--- config.mk ---
export PLATFORM = sky130hd
export DESIGN_NAME = mux_rr_n_flat
export DESIGN_NICKNAME = d
export VERILOG_FILES = /design/src/rtl/mux_rr_n_if.sv /design/src/rtl/mux_rr_n.sv /design/src/flat_wrapper.sv
export SDC_FILE = /design/constraint.sdc
export NUM_CORES = 1
export LEC_CHECK = 0
export BUFFER_PORTS_ARGS = -buffer_cell sky130_fd_sc_hd__buf_2
export CAP_MARGIN = 20
export CORE_MARGIN = 2
export CORE_UTILIZATION = 30
export DETAILED_ROUTE_END_ITERATION = 12
export GPL_TIMING_DRIVEN = 0
export SLEW_MARGIN = 30
export SYNTH_ARGS = -nofsm -noshare
export SYNTH_HDL_FRONTEND = slang
export SYNTH_SLANG_ARGS = --single-unit
--- constraint.sdc ---
create_clock -name clk -period 2.3 [get_ports clk]
set_input_delay 0.23 -clock clk [delete_from_list [all_inputs] [get_ports clk]]
set_output_delay 0.23 -clock clk [all_outputs]
set_load 0.005 [all_outputs]
--- src/rtl/mux_rr_n_if.sv ---
// mux_rr_n_if: bundle of the data and handshake signals around the N:1
// registered multiplexer.
//
//   data_in   : CHANNELS*WIDTH flattened producer words, channel i at [i*WIDTH +: WIDTH]
//   valid_in  : CHANNELS per-channel "word available" flags
//   pop       : CHANNELS one-hot grant, the channel's word is taken this cycle
//   data_out  : WIDTH registered selected word
//   valid_out : data_out holds an untransferred word
//   sel_out   : SEL_W index of the channel that supplied data_out
//   ready_in  : consumer accepts data_out this cycle
//
// master : producer/consumer side (drives data_in, valid_in, ready_in)
// slave  : multiplexer side
interface mux_rr_n_if #(
    parameter int WIDTH    = 4,
    parameter int CHANNELS = 4,
    parameter int SEL_W    = 2
);
    logic [CHANNELS*WIDTH-1:0] data_in;
    logic [CHANNELS-1:0]       valid_in;
    logic [CHANNELS-1:0]       pop;
    logic [WIDTH-1:0]          data_out;
    logic                      valid_out;
    logic [SEL_W-1:0]          sel_out;
    logic                      ready_in;

    modport master (
        output data_in,
        output valid_in,
        output ready_in,
        input  pop,
        input  data_out,
        input  valid_out,
        input  sel_out
    );

    modport slave (
        input  data_in,
        input  valid_in,
        input  ready_in,
        output pop,
        output data_out,
        output valid_out,
        output sel_out
    );
endinterface

--- src/rtl/mux_rr_n.sv ---
// mux_rr_n: CHANNELS:1 registered multiplexer with round-robin or
// fixed-priority arbitration and a single output register with valid/ready
// flow control.
//
//   clk     : single clock, all state on the rising edge
//   reset_L : synchronous active-low reset
//   bus     : mux_rr_n_if.slave (data_in, valid_in, pop, data_out,
//             valid_out, sel_out, ready_in)
//
// There is no FSM: the state is the output register (data/sel/valid) and
// the round-robin pointer.
module mux_rr_n #(
    parameter int WIDTH    = 4,
    parameter int CHANNELS = 4,
    parameter int SEL_W    = 2,
    parameter bit RR_MODE  = 1'b1
) (
    input  logic       clk,
    input  logic       reset_L,
    mux_rr_n_if.slave  bus
);

    logic [WIDTH-1:0] data_q;
    logic [SEL_W-1:0] sel_q;
    logic             valid_q;
    logic [SEL_W-1:0] ptr_q;

    logic [SEL_W-1:0] eff_ptr;
    logic [SEL_W-1:0] win_hi;
    logic [SEL_W-1:0] win_lo;
    logic             found_hi;
    logic             found_lo;
    logic [SEL_W-1:0] win;
    logic             any_valid;
    logic             load;
    logic             do_load;
    logic [WIDTH-1:0] win_data;
    logic [SEL_W-1:0] ptr_next;

    // Fixed-priority mode is round-robin with the search always starting at 0.
    assign eff_ptr = RR_MODE ? ptr_q : '0;

    // Two-pass round-robin search: first the lowest valid channel at or above
    // the pointer; if none, wrap around and take the lowest valid channel.
    always_comb begin
        found_hi = 1'b0;
        found_lo = 1'b0;
        win_hi   = '0;
        win_lo   = '0;
        for (int c = 0; c < CHANNELS; c++) begin
            if (bus.valid_in[c] && !found_lo) begin
                found_lo = 1'b1;
                win_lo   = SEL_W'(c);
            end
            if (bus.valid_in[c] && !found_hi && (SEL_W'(c) >= eff_ptr)) begin
                found_hi = 1'b1;
                win_hi   = SEL_W'(c);
            end
        end
    end

    assign win       = found_hi ? win_hi : win_lo;
    assign any_valid = found_lo;

    // The register may take a new word when empty or when its word leaves now.
    assign load    = !valid_q || bus.ready_in;
    assign do_load = reset_L && load && any_valid;

    always_comb begin
        win_data = '0;
        for (int c = 0; c < CHANNELS; c++) begin
            if (win == SEL_W'(c)) begin
                win_data = bus.data_in[c*WIDTH +: WIDTH];
            end
        end
    end

    always_comb begin
        bus.pop = '0;
        if (do_load) begin
            bus.pop[win] = 1'b1;
        end
    end

    // Explicit wrap so non-power-of-two channel counts never land on an
    // unused index.
    assign ptr_next = (win == SEL_W'(CHANNELS - 1)) ? '0 : win + 1'b1;

    always_ff @(posedge clk) begin
        if (!reset_L) begin
            data_q  <= '0;
            sel_q   <= '0;
            valid_q <= 1'b0;
            ptr_q   <= '0;
        end else if (do_load) begin
            data_q  <= win_data;
            sel_q   <= win;
            valid_q <= 1'b1;
            ptr_q   <= ptr_next;
        end else if (valid_q && bus.ready_in) begin
            // Word left with nothing to replace it; data/sel keep last values.
            valid_q <= 1'b0;
        end
    end

    assign bus.data_out  = data_q;
    assign bus.sel_out   = sel_q;
    assign bus.valid_out = valid_q;

endmodule

--- src/flat_wrapper.sv ---
// flat-port wrapper written by rule: the top's interface ports become plain ports
module mux_rr_n_flat 
#(
    parameter int WIDTH    = 4,
    parameter int CHANNELS = 4,
    parameter int SEL_W    = 2,
    parameter bit RR_MODE  = 1'b1
)
  (clk, reset_L, bus_data_in, bus_valid_in, bus_ready_in, bus_pop, bus_data_out, bus_valid_out, bus_sel_out);
  mux_rr_n_if #(.WIDTH(WIDTH), .CHANNELS(CHANNELS), .SEL_W(SEL_W)) bus_i ();
  input  logic clk;
  input  logic reset_L;
  input wire logic [$bits(bus_i.data_in)-1:0] bus_data_in;
  input wire logic [$bits(bus_i.valid_in)-1:0] bus_valid_in;
  input wire logic [$bits(bus_i.ready_in)-1:0] bus_ready_in;
  output wire logic [$bits(bus_i.pop)-1:0] bus_pop;
  output wire logic [$bits(bus_i.data_out)-1:0] bus_data_out;
  output wire logic [$bits(bus_i.valid_out)-1:0] bus_valid_out;
  output wire logic [$bits(bus_i.sel_out)-1:0] bus_sel_out;
  assign bus_i.data_in = bus_data_in;
  assign bus_i.valid_in = bus_valid_in;
  assign bus_i.ready_in = bus_ready_in;
  assign bus_pop = bus_i.pop;
  assign bus_data_out = bus_i.data_out;
  assign bus_valid_out = bus_i.valid_out;
  assign bus_sel_out = bus_i.sel_out;
  mux_rr_n #(.WIDTH(WIDTH), .CHANNELS(CHANNELS), .SEL_W(SEL_W), .RR_MODE(RR_MODE)) u_core (.clk(clk), .reset_L(reset_L), .bus(bus_i));
endmodule
==> results.json <==
{
  "ctsLongestPathBuffers": 2,
  "syn2layout_area_growth_pct": 39.5,
  "critPathArrivalTime_ns": 1.87,
  "worstSkewPairLatency_ns": 0.26,
  "cellLeakagePower_uw": 0.000446,
  "grt_antenna_before_repair": 0,
  "fillCellCount": 214,
  "clockRootBuffer": "clkbuf_4",
  "drc": 0,
  "path_max_fanout": 9,
  "final_cells": 139,
  "hold_path.class": "in2reg",
  "n_antenna_cell": 0,
  "drive_gt1_frac": 0.500,
  "status": "finished clean",
  "top_level_ports": 34,
  "min_from": "bus_data_in[14]",
  "via_per_inst": 4.69,
  "setup_viol": 0,
  "post_drt_wl_per_cell_microns": 10.9,
  "die_h_microns": 49.8,
  "dp_hpwl_microns": 1210,
  "final_nets": 140,
  "p_int_uw": 402,
  "grt_usage": 0.133,
  "syn-num-nets": 102,
  "power_density_mw_per_mm2": 701,
  "hold_violations": 0,
  "regToRegEndpoint": "u_core.bus.data_out[3]",
  "cts_buffers": 3,
  "grt.overflow.total": 0,
  "critPathLaunchType": "flop",
  "clock_power_share": 0.199,
  "ys_seq_area_frac": 0.286,
  "h-tree-depth": 1,
  "grt_pass1_vias": 613,
  "path_class": "reg2out",
  "worstHoldEndpoint": "u_core.bus.data_out[2]",
  "ys_warn_count": 0,
  "core-area_sq_mm": 0.00198,
  "layout_commonest_cell": "buf_2",
  "min_path_cells": 3,
  "cts_tree": "yes",
  "relSlewSlack": 0.619,
  "timing.rr.start": "u_core.eff_ptr[0]",
  "min_period_over_period": 0.912,
  "postCtsHoldBufs": 0,
  "first_pass_iters": 2,
  "syn_area_per_cell_sq_um": 8.41,
  "die_x_microns": 49.8,
  "switching_power_uw": 214,
  "clkTransAtPathRegs_ns": 0.06,
  "max_cap_viol_count": 0,
  "ys_types": 26,
  "max_freq_mhz": 477,
  "cts.sinks": 9,
  "num_rows": 16,
  "antenna_left": 0,
  "netlist_top_cells_area": "dfxtp_1 (29%), ha_1 (7.9%), a21oi_1 (7.1%)",
  "fin_util": 0.444,
  "required_ns": 2.07,
  "placedCellCount": 135,
  "synth_top_area_frac": 0.286,
  "tightest_slew_ns": 0.572,
  "p_comb_frac": 0.461,
  "period_minus_slack_ns": 2.10,
  "synthCells": 75,
  "synthesis.area_sq_um": 631,
  "ir_worst_vdd_uv": 405,
  "reg2reg_slack_ns": 0.27,
  "switching_share": 0.348,
  "layout_common_cells": "buf_2 (33), a21oi_1 (9), dfxtp_1 (9)",
  "seqPwrFrac": 0.341,
  "vias": 652,
  "drt-total-wl_microns": 1520,
  "yosysTopAreaCell": "dfxtp_1",
  "placed_cell_area_sq_um": 830,
  "port_buffers": 33,
  "critPathCaptureType": "primary output",
  "rr_worst_depth": 9,
  "start_util": 0.318,
  "design_area_sq_um": 880,
  "place_congestion": 0.850,
  "synth_seq_cells": 9,
  "grt_max_degree": 11,
  "rsz0062_at_grt": "false",
  "drtIter0Drc": 7,
  "die_area_sq_mm": 0.00248,
  "slew_violations": 0,
  "grt_pass1_wl_microns": 2570,
  "skew_ns": 0.00131
}
-- timing repair --
| action | 4_1_cts | 5_1_grt |
|---|---|---|
| gates resized for setup | 1 | 2 |
| buffers inserted | 0 | 2 |
| pin swaps | 0 | 1 |
| hold endpoints to repair | 0 | 0 |
| setup endpoints to repair | 2 | 6 |
-- state kept, by name, indices dropped and copies added, names as in the netlist --
register / flops
u_core.bus.data_out: 4
u_core.bus.valid_out: 1
u_core.eff_ptr: 2
u_core.bus.sel_out: 2
-- power by group through the flow --
stage	Sequential, uW	Clock (uW)	Combinational [uW]
finish	210	122	284
global route	215	137	318
CTS	210	126	270
detailed placement	212	0	265
global placement	211	0	261
floorplan	213	0	177
-- layer usage --
metal	vias to the layer above	track usage	part of all wire
met1	296	0.158	0.45
met5	-	0	0
met2	16	0.224	0.50
li1	340	-	-
met4	0	0.0278	0
met3	0	0.0545	0.050
-- cell families (layout without fill, tap and decap cells) --
logic type,count (synthesis),after routing,synth area share
compound gates,27,27,0.290
fa+ha+maj,4,4,0.0794
buf+inv,10,47,0.0714
flops,9,9,0.286
simple gates,25,25,0.274
-- per-stage QoR --
stage	setup WS, ns	hold slack [ns]	power (uW)	TNS [ns]
2_1_floorplan	0.370	0.428	390	0
3_3_place_gp	-0.0236	0.461	472	-0.0449
3_5_place_dp	-0.0496	0.464	477	-0.135
4_1_cts	0.0132	0.261	606	0
5_1_grt	0.0218	0.286	670	0
6_report	0.202	0.261	616	0
-- final cells by class --
type	count	area, sq um	area share
repair buffers	35	180	0.205
multi-input cells	56	422	0.479
well taps	27	33.8	0.0384
inverters	6	22.5	0.0256
clock buffers	4	26.3	0.0299
flip-flops and latches	9	180	0.205
plain buffers	2	15.0	0.0171
-- how the worst max path moves through the flow --
stage                      startpoint                endpoint  slack (ns)
floorplan             bus_valid_in[1]  u_core.bus.data_out[0]        0.37
global placement      bus_valid_in[1]  u_core.bus.data_out[3]       -0.02
detailed placement    bus_valid_in[1]  u_core.bus.data_out[3]       -0.05
CTS                 u_core.eff_ptr[0]              bus_pop[3]        0.01
global route        u_core.eff_ptr[0]              bus_pop[3]        0.02
finish              u_core.eff_ptr[0]              bus_pop[3]        0.20
-- worst max-delay path: stages (launching register included) --
cell and delay (ns):
dfxtp_1 0.35, nor2b_1 0.08, nor3b_1 0.24, o22ai_2 0.17
inv_1 0.13, ha_1 0.35, and2_4 0.20, buf_2 0.10
-- Yosys cell counts --
master,count
nor3_1,1
or4_4,1
nor2b_1,5
o32ai_1,1
clkbuf_1,3
nor2_1,1
a21boi_0,1
nand2_1,3
and2b_2,2
o21ai_0,4
buf_6,1
o22ai_1,1
a21oi_1,9
inv_1,6
or2b_2,1
and2_4,4
nand3_1,4
a22oi_1,1
a221oi_1,3
nor3b_1,1
dfxtp_1,9
and3_4,1
a211o_1,3
nand3_2,1
a21oi_2,4
ha_1,4
Power figures use the tool's default switching activity.
